`config.mk`:
```
export PLATFORM = sky130hd
export DESIGN_NAME = cam_stream_tx
export DESIGN_NICKNAME = d
export VERILOG_FILES = /design/src/rtl/cam_stream_tx.sv
export SDC_FILE = /design/constraint.sdc
export NUM_CORES = 1
export LEC_CHECK = 0
export BUFFER_PORTS_ARGS = -buffer_cell sky130_fd_sc_hd__buf_2
export CAP_MARGIN = 20
export CELL_PAD_IN_SITES_DETAIL_PLACEMENT = 1
export CELL_PAD_IN_SITES_GLOBAL_PLACEMENT = 1
export CORE_AREA = 2 2 92 94
export DETAILED_ROUTE_END_ITERATION = 7
export DIE_AREA = 0 0 94 96
export PLACE_DENSITY = 0.55
export SYNTH_ARGS = -nofsm -noshare
export SYNTH_HDL_FRONTEND = slang
export SYNTH_SLANG_ARGS = --single-unit
```
`constraint.sdc`:
```
create_clock -name clk -period 6.15 [get_ports clk]
set_clock_uncertainty 0.2 [all_clocks]
set_input_delay 0.9225 -clock clk [delete_from_list [all_inputs] [get_ports clk]]
set_output_delay 0.9225 -clock clk [all_outputs]
set_load 0.03 [all_outputs]
```
`src/rtl/cam_stream_tx.sv`:
```
// OV7670-style camera bus transmitter: replays a byte-wide frame memory as pclk/vsync/href/data.
// Optional build macro CAM_TX_TESTPAT_EN adds a test_pattern input that replaces memory data with col^line.
module cam_stream_tx #(
    parameter int H_ACTIVE  = 160,
    parameter int V_ACTIVE  = 120,
    parameter int H_BLANK   = 16,
    parameter int VS_LINES  = 3,
    parameter int VBP_LINES = 2,
    parameter int VFP_LINES = 2,
    parameter int ADDR_W    = 16
) (
    input  logic              clk,
    input  logic              rst,
    input  logic              start,
    input  logic              continuous,
`ifdef CAM_TX_TESTPAT_EN
    input  logic              test_pattern,
`endif
    output logic              busy,
    output logic              frame_done,
    output logic [ADDR_W-1:0] mem_addr,
    output logic              mem_rd,
    input  logic [7:0]        mem_data,
    output logic              pclk,
    output logic              vsync,
    output logic              href,
    output logic [7:0]        data
);

    localparam int LINE_LEN = H_ACTIVE + H_BLANK;
    localparam int COL_W    = $clog2(LINE_LEN);
    localparam int LMAX_A   = (V_ACTIVE > VS_LINES) ? V_ACTIVE : VS_LINES;
    localparam int LMAX_B   = (VBP_LINES > VFP_LINES) ? VBP_LINES : VFP_LINES;
    localparam int LMAX     = (LMAX_A > LMAX_B) ? LMAX_A : LMAX_B;
    localparam int LINE_W   = (LMAX > 1) ? $clog2(LMAX) : 1;

    typedef enum logic [2:0] {IDLE, VSYNC, VBP, ACTIVE, VFP} state_t;

    state_t             state, state_nxt;
    logic [COL_W-1:0]   col, col_nxt;
    logic [LINE_W-1:0]  line, line_nxt;
    logic               rd_slot;
    logic               eof, enter, boundary, href_nxt, rd_nxt;
    logic [7:0]         byte_nxt;

    function automatic logic [LINE_W-1:0] last_line(input state_t s);
        case (s)
            VSYNC:   return LINE_W'(VS_LINES - 1);
            VBP:     return LINE_W'(VBP_LINES - 1);
            ACTIVE:  return LINE_W'(V_ACTIVE - 1);
            default: return LINE_W'(VFP_LINES - 1);
        endcase
    endfunction

    // Position advances once per pclk period, on the edge where pclk falls.
    assign boundary = (state == IDLE) || pclk;

    always_comb begin
        state_nxt = state;
        col_nxt   = col;
        line_nxt  = line;
        eof       = 1'b0;
        if (state == IDLE) begin
            if (start) begin
                state_nxt = VSYNC;
                col_nxt   = '0;
                line_nxt  = '0;
            end
        end else if (pclk) begin
            if (col == COL_W'(LINE_LEN - 1)) begin
                col_nxt = '0;
                if (line == last_line(state)) begin
                    line_nxt = '0;
                    case (state)
                        VSYNC:   state_nxt = VBP;
                        VBP:     state_nxt = ACTIVE;
                        ACTIVE:  state_nxt = VFP;
                        default: begin
                            eof       = 1'b1;
                            state_nxt = continuous ? VSYNC : IDLE;
                        end
                    endcase
                end else begin
                    line_nxt = line + LINE_W'(1);
                end
            end else begin
                col_nxt = col + COL_W'(1);
            end
        end
    end

    assign enter    = ((state == IDLE) && start) || (eof && continuous);
    assign href_nxt = (state_nxt == ACTIVE) && (col_nxt < COL_W'(H_ACTIVE));

    // Read one period ahead so the byte lands in data on the next pclk fall.
    always_comb begin
        rd_nxt = 1'b0;
        if (col_nxt != COL_W'(LINE_LEN - 1))
            rd_nxt = (state_nxt == ACTIVE) && (col_nxt < COL_W'(H_ACTIVE - 1));
        else
            rd_nxt = ((state_nxt == ACTIVE) && (line_nxt != LINE_W'(V_ACTIVE - 1))) ||
                     ((state_nxt == VBP) && (line_nxt == LINE_W'(VBP_LINES - 1)));
    end

`ifdef CAM_TX_TESTPAT_EN
    logic tp_q;
    logic tp_sel;
    assign tp_sel   = enter ? test_pattern : tp_q;
    assign byte_nxt = tp_sel ? (8'(col_nxt) ^ 8'(line_nxt)) : mem_data;
    assign mem_rd   = rd_slot & ~tp_q;
`else
    assign byte_nxt = mem_data;
    assign mem_rd   = rd_slot;
`endif

    always_ff @(posedge clk) begin
        if (rst) begin
            state      <= IDLE;
            col        <= '0;
            line       <= '0;
            pclk       <= 1'b0;
            vsync      <= 1'b0;
            href       <= 1'b0;
            busy       <= 1'b0;
            frame_done <= 1'b0;
            rd_slot    <= 1'b0;
            data       <= '0;
            mem_addr   <= '0;
`ifdef CAM_TX_TESTPAT_EN
            tp_q       <= 1'b0;
`endif
        end else begin
            state      <= state_nxt;
            col        <= col_nxt;
            line       <= line_nxt;
            frame_done <= eof;
            busy       <= (state_nxt != IDLE);
            pclk       <= ((state != IDLE) && (state_nxt != IDLE)) ? ~pclk : 1'b0;
            rd_slot    <= 1'b0;
            if (rd_slot)
                mem_addr <= mem_addr + ADDR_W'(1);
            if (boundary) begin
                vsync   <= (state_nxt == VSYNC);
                href    <= href_nxt;
                data    <= href_nxt ? byte_nxt : 8'h00;
                rd_slot <= rd_nxt;
                if (enter) begin
                    mem_addr <= '0;
`ifdef CAM_TX_TESTPAT_EN
                    tp_q     <= test_pattern;
`endif
                end
            end
        end
    end

endmodule

```
Yosys cells after proc, flatten, opt, wreduce, memory -nomap -nowiden
Cells that the tools add are included.

Mux-type cells: 30. Add/sub/neg operators: 3. Order comparisons: 2. Bitwise operators: 3. Reduce and logical (&&, ||, !) cells: 16. Equality and inequality tests: 11.

Operators by type and width (number): two-way mux 7 bit (8); two-way mux 16 bit (3); two-way mux 8 bit (5); adder 16 x 1 -> 16 bit, second input constant (1); < comparator 8 bit, second input constant (2); two-way mux 3 bit (5); one-hot mux 7 bit (2 select lines) (1); == test 3 x 2 -> 1 bit, second input constant (4); one-hot mux 3 bit (3 select lines) (1); adder 8 x 1 -> 8 bit, second input constant (1); == test 8 bit, second input constant (1); != test 8 bit, second input constant (1); adder 7 x 1 -> 7 bit, second input constant (1); == test 7 x 1 -> 1 bit, second input constant (1); == test 7 bit (1); logical AND 1 bit (7); two-way mux 1 bit (7); != test 7 bit, second input constant (1); == test 3 x 1 -> 1 bit, second input constant (2); nonzero test 3 bit (2); OR reduction 2 bit (2); zero test 3 bit (1); logical OR 1 bit (3); inverter 1 bit (3); OR reduction 3 bit (1).

Bits of input ports: 12. Output and inout bits: 30. Bits in registers: 48. Logic and storage cells: 76.

Depth between registers and ports, before layout
Depth after elaboration: 14. Mapped depth: 11. Mapped depth without buffers: 9.

Worst setup path after synthesis
Ideal clock, no wire load.

Kind: input -> register. From: input port start. To: register rd_slot, in the netlist mem_rd. Setup time: 0.079 ns. Data arrival time: 2.748 ns. Data required time: 5.871 ns. Slack: 3.123 ns. Path buffers: 1. Stages on the path: 9. Cell sequence: or4_1 -> clkbuf_1 -> o21ai_1 -> a32oi_1 -> a211o_1 -> or4_1 -> nor2_1 -> o21ai_0 -> a22oi_1.

Longest elaborated chain between the ends: 6. Elaborated cells on any way between the ends: 17. Classes of those cells: order compare: 1; eq/ne: 5; mux: 7; reduce/logical: 4.

Ends and longest elaborated chain: start: declaration (RTL line 14) `input logic start,`; parallel branches: the longest is 5 deep, another holds < comparator 8 bit; two-way mux 1 bit (*) (RTL line 98) `if (col_nxt != COL_W'(LINE_LEN - 1))`; end signal: assignment (RTL line 146) `rd_slot <= rd_nxt;`; end: declaration (RTL line 42) `logic rd_slot;`.

Every way passes the cells marked *. A chain may end at the register's enable or synchronous reset.

Worst setup path in the final report
From: register state[2]. To: register rd_slot, in the netlist mem_rd.

Longest elaborated chain between the ends: 14. Elaborated cells on any way between the ends: 34. Classes of those cells: order compare: 1; eq/ne: 9; mux: 16; bitwise: 1; reduce/logical: 7.

Ends and longest elaborated chain: start: declaration (RTL line 39) `state_t state, state_nxt;`; start signal: assignment (RTL line 133) `state <= state_nxt;`; == test 3 x 2 -> 1 bit or == test 3 x 1 -> 1 bit (tied branches) (RTL line 47, 74); one-hot mux 7 bit (2 select lines) (RTL line 47) `case (s)`; two-way mux 7 bit (RTL line 70) `if (col == COL_W'(LINE_LEN - 1)) begin`; two-way mux 7 bit (RTL line 69) `end else if (pclk) begin`; two-way mux 7 bit (RTL line 63) `if (state == IDLE) begin`; == test 7 bit (RTL line 72) `if (line == last_line(state)) begin`; two-way mux 7 bit or two-way mux 3 bit (tied branches) (RTL line 72); two-way mux 7 bit or two-way mux 3 bit (tied branches) (RTL line 70); two-way mux 7 bit or two-way mux 3 bit (tied branches) (RTL line 69); two-way mux 7 bit or two-way mux 3 bit (tied branches) (RTL line 63); != test 7 bit, or another cell as far along (RTL line 101) `rd_nxt = ((state_nxt == ACTIVE) && (line_nxt != LINE_W'(V_ACTIVE - 1))) ||`; logical AND 1 bit (on tied branches) (RTL line 101, 102); logical OR 1 bit (RTL line 101); two-way mux 1 bit (RTL line 98).

Several ways; a longest one is shown, not always the timed one. The select of a mux whose other input is x is not followed.

==> flow_summary.toml <==
[synth]
synth_mux_area_share_pct = 1.71
ys_types = 55
syn_nets = 283
avgSynthCellArea_um2 = 8.74
synth_top_area_share_pct = 41.0
ys_warn_count = 0
synth_seq_cells = 48
synth_top_family_by_area = "simple AND/OR/NAND/NOR gates"
synth-edff-count = 0
ys.flop_type = "dfxtp_1"
synth-xor-area-share_pct = 6.73
ys_top_cells_by_area = "dfxtp_1 41%, nor2_1 7.1%, xor2_1 4.5%"
ys_seq_area_share_pct = 41.0
async_flop_share_pct = 0
yosys.area_share.simple_pct = 28.7
syn_area_mm2 = 0.00234
synthMostInstantiatedCell = "dfxtp_1"
synth_common_cells = "48 x dfxtp_1, 44 x nor2_1, 20 x nand2_1, 12 x xor2_1"
synth_compound_area_share_pct = 17.5
synth.largest_area_cell = "dfxtp_1"
synthAdderAreaFrac_pct = 1.60
syn_inst = 268

[power]
p_leak_nw = 1.09
power_switching_mw = 0.146
clkPwrFrac_pct = 44.0
ir_drop_mv = 0.0986
seq_power_share_pct = 49.8
p_per_area_mw_per_mm2 = 230
total_power_mw = 0.636
p_comb_share_pct = 6.3
power.internal_mw = 0.490
p_sw_share_pct = 22.9

[final_layout]
fin_area_mm2 = 0.00276
nNetsFinal = 319
regArea_um2 = 961
finish.utilization_pct = 34.3
finalNonFillerCells = 410
area_growth_pct = 17.9
n_antenna_cell = 0
final_layout_size_suffix_gt1_share_pct = 19.7
fillCellCount = 977
multi_input_area_mm2 = 0.00132

[sta]
finalCritPeriodShare_pct = 53.6
worstMarginPinSlew_ps = 999
fin_tns_setup_ps = 0
period_minus_slack_ps = 3300
holdWs_ps = 260
drv_slew = 0
report.final.setup_viol = 0
fin_ws_ps = 2850
fmax_ghz = 0.303
rsz0062_at_grt = "no"
hold_viol = 0
relSlewSlack_pct = 32.9

[clock_tree]
clockBufferDepth = 2
clk_latency_ps = 310
ctsHoldBuffers = 0
root_buffer = "clkbuf_8"
cts_sinks = 48
numCtsBuffers = 5
post_cts_buffers = 0
cts_tree = "done"
cts_resized = 0
clkSlewWorstSetupHoldPaths_ps = 100
h-tree-depth = 2

[critical_path]
crit_fanout = 12
cp-start-kind = "register"
r2r_cells = 8
rrSetupSlack_ps = 2850
reg2reg_from = "state[2]$_SDFF_PP0_"
path_cells = "nor2b_4 -> or4b_4 -> a211oi_4 -> xnor2_1 -> nor3b_2 -> o211a_1 -> o21ai_0 -> a22oi_1"
arrival_ps = 3330
required_ps = 6180
slowest_delay_ps = 640
cp-end-kind = "register"
worstSetupPathType = "register to register"
r2r_end = "mem_rd$_SDFF_PP0_"
cp-startpoint = "state[2]$_SDFF_PP0_"
crit_path_top_delay_cell = "dfxtp_1"

[placement]
place.gp.congestion = 0.803
dp_hpwl_mm = 4.56
io_buffers = 41
dp_cells = 402
pre_cts_slack_ps = 2760
placed_area_mm2 = 0.00262

[detailed_routing]
routed_wl_mm = 6.19
vias = 2081
drt_iter0_drc = 91
drc = 0
ant_nets = 0
firstDrtPassIters = 4
avgRoutedWirePerCell_um = 15.1
vias_per_cell = 5.08

[worst_hold_path]
hold_end = "href$_SDFFE_PP0N_"
min_from = "href$_SDFFE_PP0N_"
hold_path_class = "register to register"
hold_depth = 1

[grt]
antenna_found_initial = 0
grt_max_degree = 25
grt_pass1_wl_mm = 10.3
grt_pass1_vias = 1991
overflow = 0
grt_usage_pct = 14.4

[floorplan]
dieWidth_um = 94
initial_utilization_pct = 29.1
die_height_um = 96
num_io_pins = 42
dieArea_mm2 = 0.00902
core_area_mm2 = 0.00805
rows = 33

[run]
cap_viol_max_count = 0

[status]
status = "finished, final reports clean"
kinds of logic (layout without fill, tap and decap cells):
kind of cell | Yosys count | count (layout)
buffers and inverters | 13 | 50
AOI/OAI and AO/OA | 58 | 58
xor gates and xnor gates | 18 | 18
adders and majority gates | 3 | 3
DFF | 48 | 48
muxes | 4 | 4
and+or+nand+nor | 124 | 124
how the worst max path moves through the flow:
stage                                   end  slack [ps]  depth (start not counted)
after floorplan           mem_rd$_SDFF_PP0_        3120                          9
after global placement    mem_rd$_SDFF_PP0_        2840                          9
after detailed placement  mem_rd$_SDFF_PP0_        2760                          9
after CTS                 mem_rd$_SDFF_PP0_        2850                          8
after global routing      mem_rd$_SDFF_PP0_        2570                          8
final                     mem_rd$_SDFF_PP0_        2850                          8
layer usage:
layer / vias up / routed length [um] / global-route usage [%]
met4: 0 / 67 / 4.11
met2: 27 / 2860 / 23.0
li1: 1043 / - / -
met5: - / 0 / 0
met1: 1006 / 3090 / 19.8
met3: 5 / 169 / 2.90
power by group through the flow:
stage | logic (mW) | clock network (mW) | registers, mW
6_report | 0.0398 | 0.279 | 0.316
5_1_grt | 0.0440 | 0.304 | 0.317
3_5_place_dp | 0.0408 | 0 | 0.324
2_1_floorplan | 0.0263 | 0 | 0.325
4_1_cts | 0.0408 | 0.289 | 0.316
3_3_place_gp | 0.0405 | 0 | 0.324
sequential cells by signal, summed over array words and instances, names as in the netlist:
name        flops
busy            1
line            7
pclk            1
state           3
href            1
col             8
frame_done      1
data            8
vsync           1
mem_addr       16
mem_rd          1
layout make-up:
type	instances	area share, %
Sequential cell	48	34.8
Tap cell	105	4.76
Clock inverter	3	2.49
Multi-Input combinational cell	207	47.7
Clock buffer	5	2.49
Timing Repair Buffer	42	7.71
placed cells by master (no fill, tap or decap), types with 3 or more instances in the layout:
cell type / n
xor2_1: 12
nor3_1: 6
a211oi_1: 3
o21ai_0: 11
dfxtp_1: 48
nand2_1: 20
a22oi_1: 5
a21oi_1: 11
mux2i_1: 4
xnor2_1: 6
nand3b_1: 3
buf_2: 41
and2_1: 3
a22o_1: 8
nand3_1: 9
ha_1: 3
nand4_1: 6
and3_1: 5
a31oi_1: 3
clkbuf_8: 5
nor2_1: 44
a21o_1: 3
critical path: cells and delay by family, from the launching register on:
| family | cells | cell delay, ps |
|---|---|---|
| simple gates | 3 | 850 |
| compound gates | 4 | 1360 |
| flops | 1 | 640 |
| xor+xnor | 1 | 160 |
Power figures use the tool's default switching activity.
